File: config.mk
export PLATFORM = sky130hd
export DESIGN_NAME = mc_control_unit
export DESIGN_NICKNAME = d
export VERILOG_FILES = /design/src/rtl/mc_control_unit.sv
export SDC_FILE = /design/constraint.sdc
export NUM_CORES = 1
export LEC_CHECK = 0
export ABC_AREA = 1
export CORE_MARGIN = 4
export CORE_UTILIZATION = 40
export CTS_CLUSTER_DIAMETER = 150
export CTS_CLUSTER_SIZE = 14
export DETAILED_ROUTE_END_ITERATION = 10
export PLACE_DENSITY_LB_ADDON = 0.15
export SLEW_MARGIN = 40
export SYNTH_ARGS = -nofsm -noshare
export SYNTH_HDL_FRONTEND = slang
export SYNTH_SLANG_ARGS = --single-unit
File: constraint.sdc
create_clock -name clk -period 2.2 [get_ports clk]
set_input_delay 0.22 -clock clk [delete_from_list [all_inputs] [get_ports clk]]
set_output_delay 0.22 -clock clk [all_outputs]
set_load 0.02 [all_outputs]
File: src/rtl/mc_control_unit.sv
// Multi-cycle sequencer for the MIPS core: FETCH/DECODE/EXEC/MEM/WB with bounded memory waits.
// Enables are combinational from state and ready inputs, and they are zeroed while rst is high.
module mc_control_unit #(
  parameter int N_INS    = 31,
  parameter int WAIT_MAX = 15,
  parameter int CNT_W    = 32
) (
  input  logic             clk,
  input  logic             rst,
  input  logic [N_INS-1:0] ins,
  input  logic             if_equal,
  input  logic             imem_ready,
  input  logic             dmem_ready,
  output logic             im_r,
  output logic             ir_we,
  output logic             pc_we,
  output logic [1:0]       pc_sel,
  output logic             rf_we,
  output logic             dm_cs,
  output logic             dm_r,
  output logic             dm_w,
  output logic [2:0]       state,
  output logic             err,
  output logic [CNT_W-1:0] instr_cnt,
  output logic [CNT_W-1:0] cycle_cnt
);

  localparam int WW = $clog2(WAIT_MAX + 1);

  typedef enum logic [2:0] {
    S_FETCH  = 3'd0,
    S_DECODE = 3'd1,
    S_EXEC   = 3'd2,
    S_MEM    = 3'd3,
    S_WB     = 3'd4,
    S_ERR    = 3'd7
  } state_t;

  typedef enum logic [2:0] {
    OP_ALU, OP_LW, OP_SW, OP_BEQ, OP_BNE, OP_JR, OP_J, OP_JAL
  } op_t;

  localparam logic [1:0] SEL_PC4 = 2'b00;
  localparam logic [1:0] SEL_RS  = 2'b01;
  localparam logic [1:0] SEL_JMP = 2'b10;
  localparam logic [1:0] SEL_BR  = 2'b11;

  state_t        cur, nxt;
  op_t           op;
  logic [WW-1:0] wcnt;
  logic          timed_out;
  logic          waiting;
  logic          taken;

  assign state = cur;

  // Multi-hot instruction vectors resolve to the highest-priority class.
  always_comb begin
    op = OP_ALU;
    if      (ins[30]) op = OP_JAL;
    else if (ins[29]) op = OP_J;
    else if (ins[16]) op = OP_JR;
    else if (ins[25]) op = OP_BNE;
    else if (ins[24]) op = OP_BEQ;
    else if (ins[23]) op = OP_SW;
    else if (ins[22]) op = OP_LW;
  end

  assign taken     = (op == OP_BEQ) ? if_equal : ~if_equal;
  assign timed_out = (wcnt == WW'(WAIT_MAX));
  assign waiting   = ((cur == S_FETCH) && !imem_ready) || ((cur == S_MEM) && !dmem_ready);

  always_comb begin
    nxt    = cur;
    im_r   = 1'b0;
    ir_we  = 1'b0;
    pc_we  = 1'b0;
    pc_sel = SEL_PC4;
    rf_we  = 1'b0;
    dm_cs  = 1'b0;
    dm_r   = 1'b0;
    dm_w   = 1'b0;
    unique case (cur)
      S_FETCH: begin
        im_r = 1'b1;
        if (imem_ready) begin
          ir_we = 1'b1;
          nxt   = S_DECODE;
        end else if (timed_out) begin
          nxt = S_ERR;
        end
      end
      S_DECODE: begin
        if (ins == '0) begin
          nxt = S_ERR;
        end else begin
          unique case (op)
            OP_JAL: begin pc_we = 1'b1; pc_sel = SEL_JMP; rf_we = 1'b1; nxt = S_FETCH; end
            OP_J:   begin pc_we = 1'b1; pc_sel = SEL_JMP; nxt = S_FETCH; end
            OP_JR:  begin pc_we = 1'b1; pc_sel = SEL_RS;  nxt = S_FETCH; end
            default: nxt = S_EXEC;
          endcase
        end
      end
      S_EXEC: begin
        unique case (op)
          OP_BEQ, OP_BNE: begin
            pc_we  = 1'b1;
            pc_sel = taken ? SEL_BR : SEL_PC4;
            nxt    = S_FETCH;
          end
          OP_LW, OP_SW: nxt = S_MEM;
          default:      nxt = S_WB;
        endcase
      end
      S_MEM: begin
        dm_cs = 1'b1;
        dm_r  = (op == OP_LW);
        dm_w  = (op == OP_SW);
        if (dmem_ready) begin
          if (op == OP_SW) begin
            pc_we = 1'b1;
            nxt   = S_FETCH;
          end else begin
            nxt = S_WB;
          end
        end else if (timed_out) begin
          nxt = S_ERR;
        end
      end
      S_WB: begin
        rf_we = 1'b1;
        pc_we = 1'b1;
        nxt   = S_FETCH;
      end
      S_ERR:   nxt = S_ERR;
      default: nxt = S_ERR;
    endcase
    // Reset abandons any in-flight access immediately, not at the edge.
    if (rst) begin
      im_r   = 1'b0;
      ir_we  = 1'b0;
      pc_we  = 1'b0;
      pc_sel = SEL_PC4;
      rf_we  = 1'b0;
      dm_cs  = 1'b0;
      dm_r   = 1'b0;
      dm_w   = 1'b0;
    end
  end

  always_ff @(posedge clk) begin
    if (rst) begin
      cur       <= S_FETCH;
      wcnt      <= '0;
      err       <= 1'b0;
      instr_cnt <= '0;
      cycle_cnt <= '0;
    end else begin
      cur <= nxt;
      // Any cycle that is not a stalled FETCH/MEM leaves the counter cleared for the next entry.
      if (waiting) wcnt <= wcnt + WW'(1);
      else         wcnt <= '0;
      if (nxt == S_ERR) err <= 1'b1;
      instr_cnt <= instr_cnt + CNT_W'(pc_we);
      if (cur != S_ERR) cycle_cnt <= cycle_cnt + CNT_W'(1);
    end
  end

endmodule

==> impl_metrics.json <==
{
  "status": "finished, violations left",
  "violations": "negative setup slack",
  "die_h_um": 111.0,
  "io_buffers": 112,
  "antenna_found_initial": 0,
  "maxSlewViolCount": 0,
  "track_usage": 0.2035,
  "fin_crit_ps": 2364,
  "grt_overflow": 0,
  "tightest_slew_ps": 537.4,
  "wirelength_um": 13060,
  "place.gp.congestion": 0.9621,
  "fillerInstances": 950,
  "fmax_mhz": 423.1,
  "mostFrequentLayoutCell": "nand2_1",
  "finalSetupViolations": 18,
  "crit_slowest_cell": "dfxtp_4",
  "grt_first_pass_wirelength_um": 21340,
  "ys.flop_type": "dfxtp_1",
  "critPathCapture": "instr_cnt[16]",
  "final_area_um2": 6509,
  "cts_root_buffer": "clkbuf_8",
  "cts_buffer_depth": 2,
  "grt_max_degree": 37,
  "layout_common_cells": "163 x nand2_1, 96 x clkdlybuf4s50_1, 79 x inv_1",
  "fin_total_pwr_w": 0.002684,
  "drc_errors": 0,
  "first_pass_iters": 5,
  "peakVddDrop_mv": 0.2166,
  "ys_ff_latch": 72,
  "syn_inst": 671,
  "worstSetupPathType": "reg2reg",
  "crit_path_cell_trace": "inv_4, nor3_4, inv_2, nor2_2, nor2_2, a31oi_4, ha_4, ha_4, nand2_4, nor2_4, nand3_4, nor2_4, nand2_2, or3_1, a21oi_1",
  "worst_setup_path_start_kind": "register",
  "core-area_um2": 10320,
  "syn-num-nets": 711,
  "vias_per_cell": 5.016,
  "hold_path_class": "in2reg",
  "syn_avg_cell_area_um2": 6.319,
  "postPlaceCellArea_um2": 5873,
  "drv_cap": 0,
  "cp_data_required_time_ps": 2470,
  "path_delay_family": "simple AND/OR/NAND/NOR gates",
  "p_per_area_nw_per_um2": 412.4,
  "nNetsFinal": 894,
  "startpoint": "state[0]",
  "clock_sinks": 72,
  "critical_path_arrival_ps": 2630,
  "hold_viol": 0,
  "placementRows": 37,
  "reg2reg_from": "state[0]",
  "worstSkewPairLatency_ps": 340,
  "die_area_um2": 12310,
  "path_depth": 15,
  "num_vias": 4991,
  "hpwl_um": 9620,
  "synth.distinct_cells": 39,
  "worst_slack_ps": -163.7,
  "end_kind": "register",
  "instances_no_fill": 995,
  "clkTransAtPathRegs_ps": 70,
  "seq_area_frac_synth": 0.3399,
  "synth_edf_count": 0,
  "drtIter0Drc": 243,
  "synth_area_um2": 4240,
  "cpPeakStageDelay_ps": 400,
  "async_flop_share": 0,
  "drtAntennaViolNets": 0,
  "path_max_fanout": 6,
  "rsz0062_at_grt": "yes",
  "cts_made_buffers": 9,
  "cts_tree": "done",
  "grt_pass1_vias": 4775,
  "syn2layout_area_growth_pct": 53.50,
  "reg2reg_depth": 15,
  "wire_per_inst_um": 13.13,
  "worst-path-buf-inv": 2,
  "htree_levels": 3,
  "die_w_um": 111.0,
  "reg2reg_setup_slack_ps": -160,
  "skew_ps": 16.05,
  "hold_buffers": 0,
  "io_pins": 113,
  "holdWs_ps": 304.2,
  "drive_above_1_share": 0.2212,
  "start_util": 0.4107,
  "leakage_nw": 2.500,
  "yosysWarnings": 0,
  "relSlewSlack": 0.6390,
  "worstReg2RegEnd": "instr_cnt[16]",
  "period_share": 1.074,
  "insertedDiodeCount": 0,
  "place_inst": 947
}
## cell families (layout without fill, tap and decap cells)
logic type	after synthesis	in the layout	synth area share
adders and majority gates	4	4	0.01180
buffers and inverters	106	294	0.09383
and+or+nand+nor	387	387	0.4169
AOI/OAI and AO/OA	88	88	0.1086
DFF	72	72	0.3399
xor gates and xnor gates	14	14	0.02892
## cells in the mapped netlist (2+ instances only)
cell type,instances,area [um^2]
and3_1,2,12.51
nor2_2,5,31.28
xor2_1,9,78.83
o21ai_1,4,20.02
xnor2_1,5,43.79
clkbuf_1,10,37.54
nand2_2,5,31.28
nand3_2,3,30.03
nor2_1,89,334.1
dfxtp_1,72,1441
o21ai_0,22,110.1
nand3b_1,5,37.54
a31oi_1,3,18.77
nor3_2,5,50.05
nand2_1,175,656.9
nand4_1,13,81.33
nor2_4,7,78.83
ha_1,4,50.05
o21ai_2,2,17.52
nor4_1,4,25.02
inv_2,6,22.52
a21oi_1,54,270.3
nor3_1,30,150.1
nand3_1,32,160.2
or2_1,2,12.51
inv_1,88,330.3
or2_2,2,12.51
or3_1,2,12.51
## state kept, by name, indices dropped and copies added, names as in the netlist
name       flops
cycle_cnt     32
err            1
instr_cnt     32
state          3
wcnt           4
## metrics by stage
step	worst slack [ps]	util	TNS [ps]
after floorplan	-315.5	-	-2591
after global placement	-693.4	0.5689	-15370
after detailed placement	-822.9	0.5689	-19050
after CTS	-184.6	0.6160	-1809
after global routing	-293.2	0.6305	-4511
final	-163.7	0.6305	-1503
## what timing repair did
item	CTS	global route
resized for setup	48	58
setup endpoints to repair	33	33
buffers inserted	26	8
pin swaps	15	30
## layer usage
metal / vias up / global-route usage / wire length [um]
met5: - / 0 / 0
met4: 0 / 0.05419 / 164
met3: 15 / 0.05459 / 877
met2: 164 / 0.3568 / 6473
met1: 2303 / 0.2453 / 5547
li1: 2509 / - / -
## power by group
group / total [W] / leakage (nW) / internal [W] / switching (W)
combinational: 0.000298 / 1.82 / 0.000150 / 0.000148
clock: 0.00106 / 0.0928 / 0.000558 / 0.000501
sequential: 0.00133 / 0.583 / 0.00131 / 0.0000154
## how the worst min path moves through the flow
stage	from	to	slack [ps]	depth (start not counted)
floorplan	wcnt[0]	wcnt[0]	420	1
global placement	wcnt[0]	wcnt[0]	430	1
detailed placement	err	err	450	2
CTS	rst	state[1]	290	3
global route	rst	state[2]	300	3
finish	rst	state[2]	300	3
## worst reg2reg max path, stage by stage (launching register included)
cell     delay (ps)
dfxtp_4         400
inv_4            50
nor3_4          180
inv_2            60
nor2_2           90
nor2_2           50
a31oi_4         180
ha_4            180
ha_4            140
nand2_4          60
nor2_4          150
nand3_4         130
nor2_4          120
nand2_2          90
or3_1           310
a21oi_1         120
## cell type report
| class | count | area (um^2) | share of cell area |
|---|---|---|---|
| Multi-Input combinational cell | 493 | 2683 | 0.4121 |
| Timing Repair Buffer | 183 | 1635 | 0.2512 |
| Sequential cell | 72 | 1453 | 0.2232 |
| Inverter | 95 | 369.1 | 0.05671 |
| Tap cell | 136 | 170.2 | 0.02614 |
| Clock buffer | 12 | 145.1 | 0.02230 |
| Clock inverter | 4 | 53.80 | 0.008266 |
Note: power is estimated with default switching activity, not from simulation.
